--- config.mk ---
export PLATFORM = sky130hd
export DESIGN_NAME = gd_mem_arbiter
export DESIGN_NICKNAME = d
export VERILOG_FILES = /design/src/rtl/gd_mem_arbiter.sv
export SDC_FILE = /design/constraint.sdc
export NUM_CORES = 1
export LEC_CHECK = 0
export CORE_ASPECT_RATIO = 0.6
export CORE_MARGIN = 3
export CORE_UTILIZATION = 42
export DETAILED_ROUTE_END_ITERATION = 8
export PLACE_DENSITY = 0.88
export REMOVE_ABC_BUFFERS = 1
export SLEW_MARGIN = 40
export SYNTH_ARGS = -nofsm -noshare
export SYNTH_HDL_FRONTEND = slang
export SYNTH_SLANG_ARGS = --single-unit
--- constraint.sdc ---
create_clock -name clk -period 2.2 [get_ports clk]
set_clock_uncertainty 0.15 [all_clocks]
set_input_delay 0.44 -clock clk [delete_from_list [all_inputs] [get_ports clk]]
set_output_delay 0.44 -clock clk [all_outputs]
set_load 0.02 [all_outputs]
--- src/rtl/gd_mem_arbiter.sv ---
// gd_mem_arbiter: shares one single-port video RAM between the
// unstallable SPI host path and a stallable engine requester.
module gd_mem_arbiter #(
  parameter int ADDR_W = 16,
  parameter int DATA_W = 8
) (
  input  logic              clk,
  input  logic              rst_n,
  input  logic              h_re,
  input  logic              h_we,
  input  logic [ADDR_W-1:0] h_raddr,
  input  logic [ADDR_W-1:0] h_waddr,
  input  logic [DATA_W-1:0] h_wdata,
  output logic [DATA_W-1:0] h_rdata,
  output logic              h_overrun,
  input  logic              e_req,
  input  logic              e_we,
  input  logic [ADDR_W-1:0] e_addr,
  input  logic [DATA_W-1:0] e_wdata,
  output logic              e_gnt,
  output logic              e_rvalid,
  output logic [DATA_W-1:0] e_rdata,
  output logic              m_en,
  output logic              m_we,
  output logic [ADDR_W-1:0] m_addr,
  output logic [DATA_W-1:0] m_wdata,
  input  logic [DATA_W-1:0] m_rdata
);

  typedef enum logic [1:0] {
    OWN_NONE,
    OWN_HOST,
    OWN_ENG
  } owner_e;

  logic              h_re_q;
  logic              h_we_q;
  logic              rd_pend;
  logic              wr_pend;
  logic [ADDR_W-1:0] rd_buf;
  logic [ADDR_W-1:0] wr_buf;
  logic [DATA_W-1:0] wr_dbuf;
  owner_e            rd_owner;
  owner_e            owner_nxt;
  logic [DATA_W-1:0] h_rdata_q;
  logic [DATA_W-1:0] e_rdata_q;
  logic              ovr_q;

  logic rd_rise;
  logic wr_rise;
  logic rd_issue;
  logic wr_issue;

  assign rd_rise = h_re & ~h_re_q;
  assign wr_rise = h_we & ~h_we_q;

  // Fixed priority: host write, host read, then engine.
  // Engine path is gated so nothing issues while reset is held.
  always_comb begin
    m_en      = 1'b0;
    m_we      = 1'b0;
    m_addr    = '0;
    m_wdata   = '0;
    e_gnt     = 1'b0;
    rd_issue  = 1'b0;
    wr_issue  = 1'b0;
    owner_nxt = OWN_NONE;
    priority case (1'b1)
      wr_pend: begin
        m_en     = 1'b1;
        m_we     = 1'b1;
        m_addr   = wr_buf;
        m_wdata  = wr_dbuf;
        wr_issue = 1'b1;
      end
      rd_pend: begin
        m_en      = 1'b1;
        m_addr    = rd_buf;
        rd_issue  = 1'b1;
        owner_nxt = OWN_HOST;
      end
      (e_req & rst_n): begin
        m_en    = 1'b1;
        m_we    = e_we;
        m_addr  = e_addr;
        m_wdata = e_wdata;
        e_gnt   = 1'b1;
        if (!e_we) owner_nxt = OWN_ENG;
      end
      default: ;
    endcase
  end

  always_ff @(posedge clk or negedge rst_n) begin
    if (!rst_n) begin
      h_re_q    <= 1'b0;
      h_we_q    <= 1'b0;
      rd_pend   <= 1'b0;
      wr_pend   <= 1'b0;
      rd_buf    <= '0;
      wr_buf    <= '0;
      wr_dbuf   <= '0;
      rd_owner  <= OWN_NONE;
      h_rdata_q <= '0;
      e_rdata_q <= '0;
      ovr_q     <= 1'b0;
    end else begin
      h_re_q   <= h_re;
      h_we_q   <= h_we;
      rd_owner <= owner_nxt;
      if (rd_issue) rd_pend <= 1'b0;
      if (wr_issue) wr_pend <= 1'b0;
      // An edge that finds its buffer occupied is dropped.
      if (rd_rise && !rd_pend) begin
        rd_pend <= 1'b1;
        rd_buf  <= h_raddr;
      end
      if (wr_rise && !wr_pend) begin
        wr_pend <= 1'b1;
        wr_buf  <= h_waddr;
        wr_dbuf <= h_wdata;
      end
      if ((rd_rise && rd_pend) || (wr_rise && wr_pend))
        ovr_q <= 1'b1;
      if (rd_owner == OWN_HOST) h_rdata_q <= m_rdata;
      if (rd_owner == OWN_ENG)  e_rdata_q <= m_rdata;
    end
  end

  // Engine data is presented with its valid pulse, then held.
  assign e_rvalid  = (rd_owner == OWN_ENG);
  assign e_rdata   = e_rvalid ? m_rdata : e_rdata_q;
  assign h_rdata   = h_rdata_q;
  assign h_overrun = ovr_q;

endmodule

==> results_dict.tcl, run 1 <==
set metrics [dict create \
    grt_first_pass_wirelength_um 12590 \
    antenna_found_initial 0 \
    max_freq_mhz 437.4 \
    std_cell_rows 22 \
    setup-tns-final_ps -1214 \
    rsz0062_at_grt "yes" \
    crit_required_ps 1610 \
    yosys.area.top_type "dfrtp_1" \
    final_nets 412 \
    synth-simple-area-share 0.06511 \
    fin_crit_ps 2286 \
    clockRootBuffer "clkbuf_16" \
    power_density_nw_per_um2 857.8 \
    seq_area_um2 1577 \
    overflow 0 \
    dr.pass1.iters 4 \
    cts_tree "yes" \
    portBuffers 122 \
    syn_avg_cell_area_um2 15.29 \
    timing.slew.headroom 0.6733 \
    peakVddDrop_uv 506.5 \
    die_w_um 112.2 \
    clockBufferDepth 2 \
    p_leak_nw 2.116 \
    muxShareOfSynthArea 0.2468 \
    dp_hpwl_um 5444 \
    failed_checks "setup timing" \
    vias_per_cell 5.180 \
    cts-buffers-inserted 9 \
    worstSetupPathType "flop to primary output" \
    utilization 0.7484 \
    critPathBufInv 3 \
    slowest_delay_ps 390 \
    synth_area_leaders "dfrtp_1 55%, mux2_2 15%, mux2_4 10%" \
    ys_ff_latch 63 \
    worstPathCellList "buf_6 > and2b_4 > buf_12 > a221o_1 > buf_6" \
    synth_top_family_by_area "multiplexers" \
    cts.htree.levels 3 \
    finalCritPeriodShare 1.039 \
    drc_errors 0 \
    initial_core_util 0.4492 \
    end_kind "primary output" \
    hold_violations 0 \
    wl_per_cell_um 19.42 \
    synth_top_area_frac 0.5543 \
    status "finished with violations" \
    gp_congestion 0.7131 \
    syn_to_final_growth_pct 66.61 \
    maxSlewViolCount 0 \
    worst-path-max-fanout 5 \
    grt_pass1_vias 2309 \
    antenna_left 0 \
    die_area_um2 7827 \
    clk_pin_slew_ps 50 \
    grt_start_max_net_pins 39 \
    drive_above_1_share 0.4336 \
    synth-adder-area-share 0 \
    syn-instance-count 186 \
    tightest_slew_ps 490.0 \
    synth_xor_area_frac 0 \
    clock_latency_ps 330 \
    core_um2 6331 \
    drtIter0Drc 99 \
    multi_input_area_um2 1182 \
    cp.arrival_ps 1700 \
    ys.warnings.count 0 \
    synth-compound-area-share 0.09371 \
    yosysSeqAreaShare 0.5543 \
    maxCapViolations 0 \
    ios 123 \
    fillers 432 \
    finalSetupViolations 20 \
    hold_path_class "input pin to asynchronous set/reset pin" \
    fin_ws_ps -86.17 \
    synth_area_um2 2844 \
    die_y_um 69.74 \
    totalWireLength_um 8214 \
    crit_family "buffers and inverters" \
    vias 2191 \
    grt_use_total 0.2100 \
    cp_slowest_cell "dfrtp_1" \
    antenna_cells 0 \
    start_kind "flop" \
    cts.sinks 63 \
    crit_top_cell "buf_6" \
    ys_types 22 \
]
==> metrics by stage <==
stage          instances  total power [mW]  setup WS, ps  instance area [um^2]  hold WS (ps)
6_report             423             4.065        -86.17                  4738         43.33
5_1_grt              423             4.213        -114.5                  4738         57.02
4_1_cts              423             4.097        -120.9                  4751         44.44
3_5_place_dp         394             2.612        -553.6                  4209         330.4
3_3_place_gp         394             2.571        -544.9                  4209         318.3
2_1_floorplan        173             2.038        -227.2                  2738        -5.591
==> cell families (layout without fill, tap and decap cells) <==
family,Yosys count,after routing
buf+inv,15,168
flops,63,63
compound gates,28,28
simple gates,24,24
mux,56,56
==> registers in the layout (all words and copies together) (netlist names), 2 cells and up <==
signal,count
e_rdata_q,8
h_rdata,8
rd_buf,16
rd_owner,2
wr_buf,16
wr_dbuf,8
==> worst min-delay path, cell delays in order <==
cell,delay [ps]
buf_2,90
buf_4,150
buf_12,180
==> timing repair <==
| action | CTS | global route |
|---|---|---|
| endpoints found under the setup margin | 36 | 35 |
| pin swaps | 10 | 4 |
| cloned | 6 | 1 |
| hold buffers | 1 | 0 |
| setup buffers | 6 | 0 |
| hold endpoints to repair | 25 | 0 |
| gates resized for setup | 178 | 27 |
==> synthesized netlist by cell type (all sizes together) <==
| cell | number |
|---|---|
| dfrtp | 63 |
| mux2 | 56 |
| a221o | 16 |
| and2 | 16 |
| buf | 10 |
| a22o | 8 |
| clkbuf | 3 |
| inv | 2 |
| nor2b | 2 |
| nor3b | 2 |
| a211o | 1 |
| a21o | 1 |
| a311o | 1 |
| a41o | 1 |
| and2b | 1 |
| and3b | 1 |
| and4bb | 1 |
| nand2b | 1 |
==> path summary, 6_finish.rpt <==
kind                       slack (ps)      endpoint  cells after the start         start
setup / recovery                  -90     m_addr[9]                      5       wr_pend
hold reg to reg                   350  e_rdata_q[1]                      1  e_rdata_q[1]
hold / removal                     40  e_rdata_q[6]                      3         rst_n
max in group asynchronous        1370    wr_dbuf[0]                      3         rst_n
setup reg to reg                  130     wr_buf[4]                      7       wr_pend
min in group clk                  350  e_rdata_q[1]                      1  e_rdata_q[1]
==> power breakdown <==
part           internal, mW  switching (mW)  total [mW]
Combinational         0.660           0.472        1.13
Clock                 0.912           0.522        1.43
Sequential             1.38           0.115        1.50
==> cell type report <==
type,count,area share
Multi-Input combinational cell,108,0.2495
Timing Repair Buffer,150,0.3290
Inverter,2,0.001584
Sequential cell,63,0.3327
Tap cell,84,0.02218
Clock buffer,10,0.05044
Clock inverter,6,0.01452
==> layout by cell type (no fill, tap or decap), types with 5 or more instances in the layout <==
| cell type | synthesis | final |
|---|---|---|
| a221o_1 | 16 | 16 |
| a22o_1 | 8 | 8 |
| and2_1 | 16 | 10 |
| and2_4 | 0 | 6 |
| buf_16 | 0 | 5 |
| buf_2 | 5 | 11 |
| buf_4 | 1 | 16 |
| buf_6 | 2 | 22 |
| clkbuf_16 | 0 | 10 |
| clkdlybuf4s50_1 | 0 | 84 |
| dfrtp_1 | 63 | 63 |
| mux2_2 | 37 | 37 |
| mux2_4 | 19 | 19 |
==> routing by layer <==
metal	routed length, um	global-route usage	share of wire	up-vias
li1	-	-	-	997
met1	3777	0.2816	0.46	1101
met2	3748	0.3241	0.46	83
met3	605	0.07323	0.074	10
met4	83	0.06000	0.010	0
met5	0	0	0	-
Note: power is estimated with default switching activity, not from simulation.
==> run 2: changes to the inputs <==
CORE_UTILIZATION = 45   (was 42)
PLACE_DENSITY = 0.93   (was 0.88)
clock period = 2.85 ns   (was 2.2 ns; I/O delays follow)
==> run 2 against run 1 <==
  * Cell count fell by 5.0%
  * Routed wire length fell by 12%
  * Largest cell class unchanged
  * The flow now finishes without violations
  * Register-to-register slack improved by 920 ps
==> results_dict.tcl, run 2 (synthesis results as in run 1) <==
set metrics [dict create \
    worstRegToRegCells 4 \
    power_mw 2.883 \
    antenna_found_initial 0 \
    worstSetupPathType "input pin to primary output" \
    clkPwrFrac 0.325 \
    met1Wirelength_um 3178 \
    wl_met3_um 699 \
    finalSetupViolations 0 \
    layout_commonest_cell "clkdlybuf4s50_1" \
    seq_area_um2 1577 \
    syn_to_final_growth_pct 53.45 \
    maxSlewViolCount 0 \
    timing.slew.headroom 0.5357 \
    design_area_um2 4364 \
    final-instance-count-excl-fill 402 \
    hold_violations 0 \
    cts_tree "yes" \
    critPathBufInv 3 \
    vias_per_cell 5.184 \
    wl_per_cell_um 17.97 \
    r2r_slack_ps 1050 \
    die_area_um2 7341 \
    cts.htree.levels 3 \
    cp_slowest_cell "clkdlybuf4s50_1" \
    grt_pass1_vias 2280 \
    power_density_nw_per_um2 660.5 \
    multi_input_area_um2 1155 \
    dp.cells 386 \
    grt_first_pass_wirelength_um 11440 \
    cts_resized 26 \
    antenna_left 0 \
    clockRootBuffer "clkbuf_8" \
    place_area_um2 4149 \
    portBuffers 122 \
    status "finished clean" \
    dp_slack_ps -185.7 \
    crit_start "e_req" \
    combPwrFrac 0.275 \
    p_int_mw 2.111 \
    core_um2 5833 \
    end_kind "primary output" \
    dr.pass1.iters 4 \
    ios 123 \
    p_leak_nw 1.959 \
    cp.arrival_ps 2100 \
    totalWireLength_um 7222 \
    postCtsSetupBuffers 0 \
    peakVddDrop_uv 407.5 \
    overflow 0 \
    fin_ws_ps 28.04 \
    drtIter0Drc 86 \
    r2r_start "wr_pend" \
    routed.top_layer "met4" \
    tightest_slew_ps 696.5 \
    r2r_end "wr_buf[3]" \
    initial_core_util 0.4876 \
    fin_crit_ps 2822 \
    fillers 405 \
    utilization 0.7482 \
    sequentialPowerShare 0.400 \
    drive_above_1_share 0.2702 \
    slowest_delay_ps 450 \
    antenna_cells 0 \
    maxCapViolations 0 \
    swShare 0.2678 \
    rsz0062_at_grt "no" \
    die_w_um 108.6 \
    clk_pin_slew_ps 70 \
    crit_family "buffers and inverters" \
    clock_latency_ps 330 \
    worst-path-max-fanout 9 \
    grt_use_total 0.2102 \
    gp_congestion 0.7761 \
    final_nets 395 \
    start_kind "input pin" \
    dp_hpwl_um 5475 \
    cts.sinks 63 \
    vias 2084 \
    crit_required_ps 2130 \
    grt_start_max_net_pins 57 \
    p_switching_uw 772.0 \
    cts_hold_buf 0 \
    setup-tns-final_ps 0 \
    final_cell_mix "96 x clkdlybuf4s50_1, 63 x dfrtp_1, 37 x mux2_2" \
    cts-buffers-inserted 9 \
    met2_length_um 3306 \
    clockBufferDepth 2 \
    hold_path_class "input pin to asynchronous set/reset pin" \
    drc_errors 0 \
    hold_slack_ps 57.42 \
    finalCritPeriodShare 0.9902 \
    die_y_um 67.58 \
    reg_top3 "rd_buf: 16 flops, wr_buf: 16 flops" \
    std_cell_rows 21 \
    worstPathCellList "clkdlybuf4s50_1 > and4bb_1 > buf_4 > a221o_1 > dlygate4sd2_1" \
    max_freq_mhz 354.4 \
]
==> run 2: cell count changes in the layout (fill, tap and decap cells not counted), sizes merged <==
| cell | previous run | this run |
|---|---|---|
| buf | 59 | 12 |
| dlygate4sd2 | 2 | 25 |
| clkdlybuf4s50 | 84 | 96 |
| clkbuf | 15 | 9 |
| bufinv | 1 | 3 |
| clkinv | 3 | 4 |
| clkinvlp | 1 | 0 |
| inv | 3 | 2 |
==> run 2: power by group through the flow <==
| stage | clock (mW) | combinational [mW] | sequential (mW) |
|---|---|---|---|
| floorplan | 0 | 0.391 | 1.18 |
| global placement | 0 | 0.812 | 1.16 |
| detailed placement | 0 | 0.832 | 1.17 |
| CTS | 0.960 | 0.803 | 1.15 |
| global route | 1.01 | 0.846 | 1.17 |
| finish | 0.937 | 0.792 | 1.15 |
==> run 2: worst max-delay path by stage <==
| stage | endpoint | slack (ps) | cells after the start |
|---|---|---|---|
| after floorplan | m_addr[0] | 290 | 2 |
| after global placement | m_addr[10] | -160 | 5 |
| after detailed placement | m_addr[10] | -190 | 5 |
| after CTS | m_addr[2] | 40 | 5 |
| after global routing | m_addr[14] | 1 | 5 |
| final | m_addr[14] | 30 | 5 |
==> run 2: worst reg2reg max path: cells and delay by family, from the launching register on <==
kind | cells | cell delay [ps]
flip-flops | 1 | 400
AND/OR/NAND/NOR | 1 | 230
multiplexers | 1 | 380
buffers and inverters | 2 | 530
==> run 2: cell type report <==
cell class | count | share of cell area
well taps | 80 | 0.02294
inverters | 2 | 0.001720
multi-input cells | 108 | 0.2646
repair buffers | 133 | 0.2933
flip-flops and latches | 63 | 0.3612
clock inverters | 7 | 0.02781
clock buffers | 9 | 0.02838
==> run 2: per-layer routing <==
metal / GRT usage / vias up
li1: - / 955
met2: 0.3338 / 90
met3: 0.08500 / 4
met4: 0.05669 / 0
met1: 0.2693 / 1035
met5: 0 / -
==> run 3: changes to the inputs <==
CORE_UTILIZATION = 42   (was 45)
PLACE_DENSITY = 0.86   (was 0.93)
clock period = 2.7 ns   (was 2.85 ns; I/O delays follow)
==> run 3 against run 2 <==
  * Sequential power increased by 6%
  * Combinational power increased by 4.9%
  * Critical endpoint is now m_we
  * First-iteration DRC count decreased by 22%
  * Non-clock buffer count increased by 1
  * Clock power increased by 30%
  * Die area increased by 6.6%
  * Worst setup slack improved by 24 ps
  * Register-to-register slack got worse by 60 ps
  * Critical path depth decreased by 1
  * Sequential share of layout area decreased by 0.16 points
  * Final area increased by 0.46%
  * Cell count increased by 1.2%
==> results_dict.tcl, run 3 (synthesis results as in run 1) <==
set metrics [dict create \
    grt_use_total 0.1852 \
    grt_first_pass_wirelength_um 11270 \
    drtIter0Drc 67 \
    wl_per_cell_um 17.50 \
    overflow 0 \
    finalSetupViolations 0 \
    multi_input_area_um2 1155 \
    reg_top3 "rd_buf: 16 flops, wr_buf: 16 flops" \
    power_density_nw_per_um2 746.1 \
    totalWireLength_um 7122 \
    clockBufferDepth 2 \
    setup-tns-final_ps 0 \
    fin_crit_ps 2648 \
    cp.arrival_ps 1960 \
    cts.htree.levels 3 \
    worstPathCellList "clkdlybuf4s50_1 > buf_4 > a41o_1 > clkdlybuf4s50_1" \
    maxSlewViolCount 0 \
    antenna_cells 0 \
    status "finished clean" \
    antenna_found_initial 0 \
    tightest_slew_ps 576.9 \
    final_cell_mix "95 x clkdlybuf4s50_1, 63 x dfrtp_1, 37 x mux2_2" \
    cts-buffers-inserted 9 \
    final_nets 396 \
    place_area_um2 4167 \
    hold_violations 0 \
    hold_slack_ps 103.8 \
    clockRootBuffer "clkbuf_16" \
    seq_area_um2 1577 \
    fillers 472 \
    dr.pass1.iters 4 \
    grt_start_max_net_pins 47 \
    max_freq_mhz 377.6 \
    clk_pin_slew_ps 50 \
    drive_above_1_share 0.3498 \
    gp_congestion 0.7194 \
    antenna_left 0 \
    die_w_um 112.2 \
    timing.slew.headroom 0.6154 \
    maxCapViolations 0 \
    crit_family "buffers and inverters" \
    cp_slowest_cell "clkdlybuf4s50_1" \
    drc_errors 0 \
    core_um2 6331 \
    vias 2044 \
    hold_path_class "input pin to asynchronous set/reset pin" \
    clock_latency_ps 310 \
    p_leak_nw 1.955 \
    die_y_um 69.74 \
    design_area_um2 4384 \
    dp_hpwl_um 5173 \
    cts.sinks 63 \
    cts_tree "yes" \
    die_area_um2 7827 \
    syn_to_final_growth_pct 54.16 \
    utilization 0.6925 \
    grt_pass1_vias 2194 \
    critPathBufInv 3 \
    finalCritPeriodShare 0.9809 \
    end_kind "primary output" \
    crit_top_cell "clkdlybuf4s50_1" \
    crit_required_ps 2010 \
    worstSetupPathType "input pin to primary output" \
    peakVddDrop_uv 520.1 \
    layout_commonest_cell "clkdlybuf4s50_1" \
    initial_core_util 0.4492 \
    ios 123 \
    portBuffers 122 \
    start_kind "input pin" \
    slowest_delay_ps 600 \
    vias_per_cell 5.022 \
    worst-path-max-fanout 2 \
    std_cell_rows 22 \
]
==> run 3: changes by cell type in the layout (fill, tap and decap cells not counted), sizes merged <==
cell	previous run	this run
dlygate4sd2	25	1
buf	12	29
clkbuf	9	16
bufinv	3	2
clkdlybuf4s15	0	1
clkdlybuf4s50	96	95
dlymetal6s2s	0	1
inv	2	3
==> run 3: routing by layer <==
metal  global-route usage  vias up  wire length, um
met5                    0        -                0
met4              0.04400        0               46
met3              0.08282        4              625
met2               0.2812       85             3144
met1               0.2440     1000             3305
li1                     -      955                -
==> run 3: final cells by class <==
type	count	share of cell area
Sequential cell	63	0.3596
Timing Repair Buffer	134	0.2780
Multi-Input combinational cell	108	0.2634
Clock buffer	9	0.05137
Tap cell	84	0.02397
Clock inverter	7	0.02197
Inverter	2	0.001712
==> run 3: worst register-to-register path, cell delays in order, from the launching register on <==
cell     delay, ps
dfrtp_1        400
buf_4          200
nor3b_4        240
buf_12         240
mux2_2         370
==> run 3: report_power, final <==
part / switching [mW] / internal, mW
logic: 0.351 / 0.479
clock network: 0.411 / 0.810
registers: 0.0920 / 1.13
total: 0.855 / 2.42
==> run 3: repair_timing <==
action / in CTS / in global routing
resized for setup: 64 / 28
setup buffers: 0 / 1
endpoints found under the hold margin: 0 / 0
pin swaps: 1 / 0
hold buffers: 0 / 0
endpoints found under the setup margin: 25 / 25
==> run 3: metrics by stage <==
step                      setup slack [ps]  std cells  total power, mW
after floorplan                      172.8        173            1.661
after global placement              -251.5        390            2.082
after detailed placement            -300.8        390            2.113
after CTS                          -0.7241        406            3.329
after global routing                -1.989        407            3.408
final                                51.64        407            3.271
==> run 3: path summary, 6_finish.rpt <==
check                          start     endpoint  slack (ps)  cells past startpoint
max                            e_req         m_we          50                      4
min reg2reg                h_overrun    h_overrun         340                      1
min in group clk           h_overrun    h_overrun         340                      1
min                            rst_n  rd_owner[0]         100                      2
max reg2reg                  wr_pend    wr_buf[7]         990                      4
max in group asynchronous      rst_n   wr_dbuf[1]        1450                      3
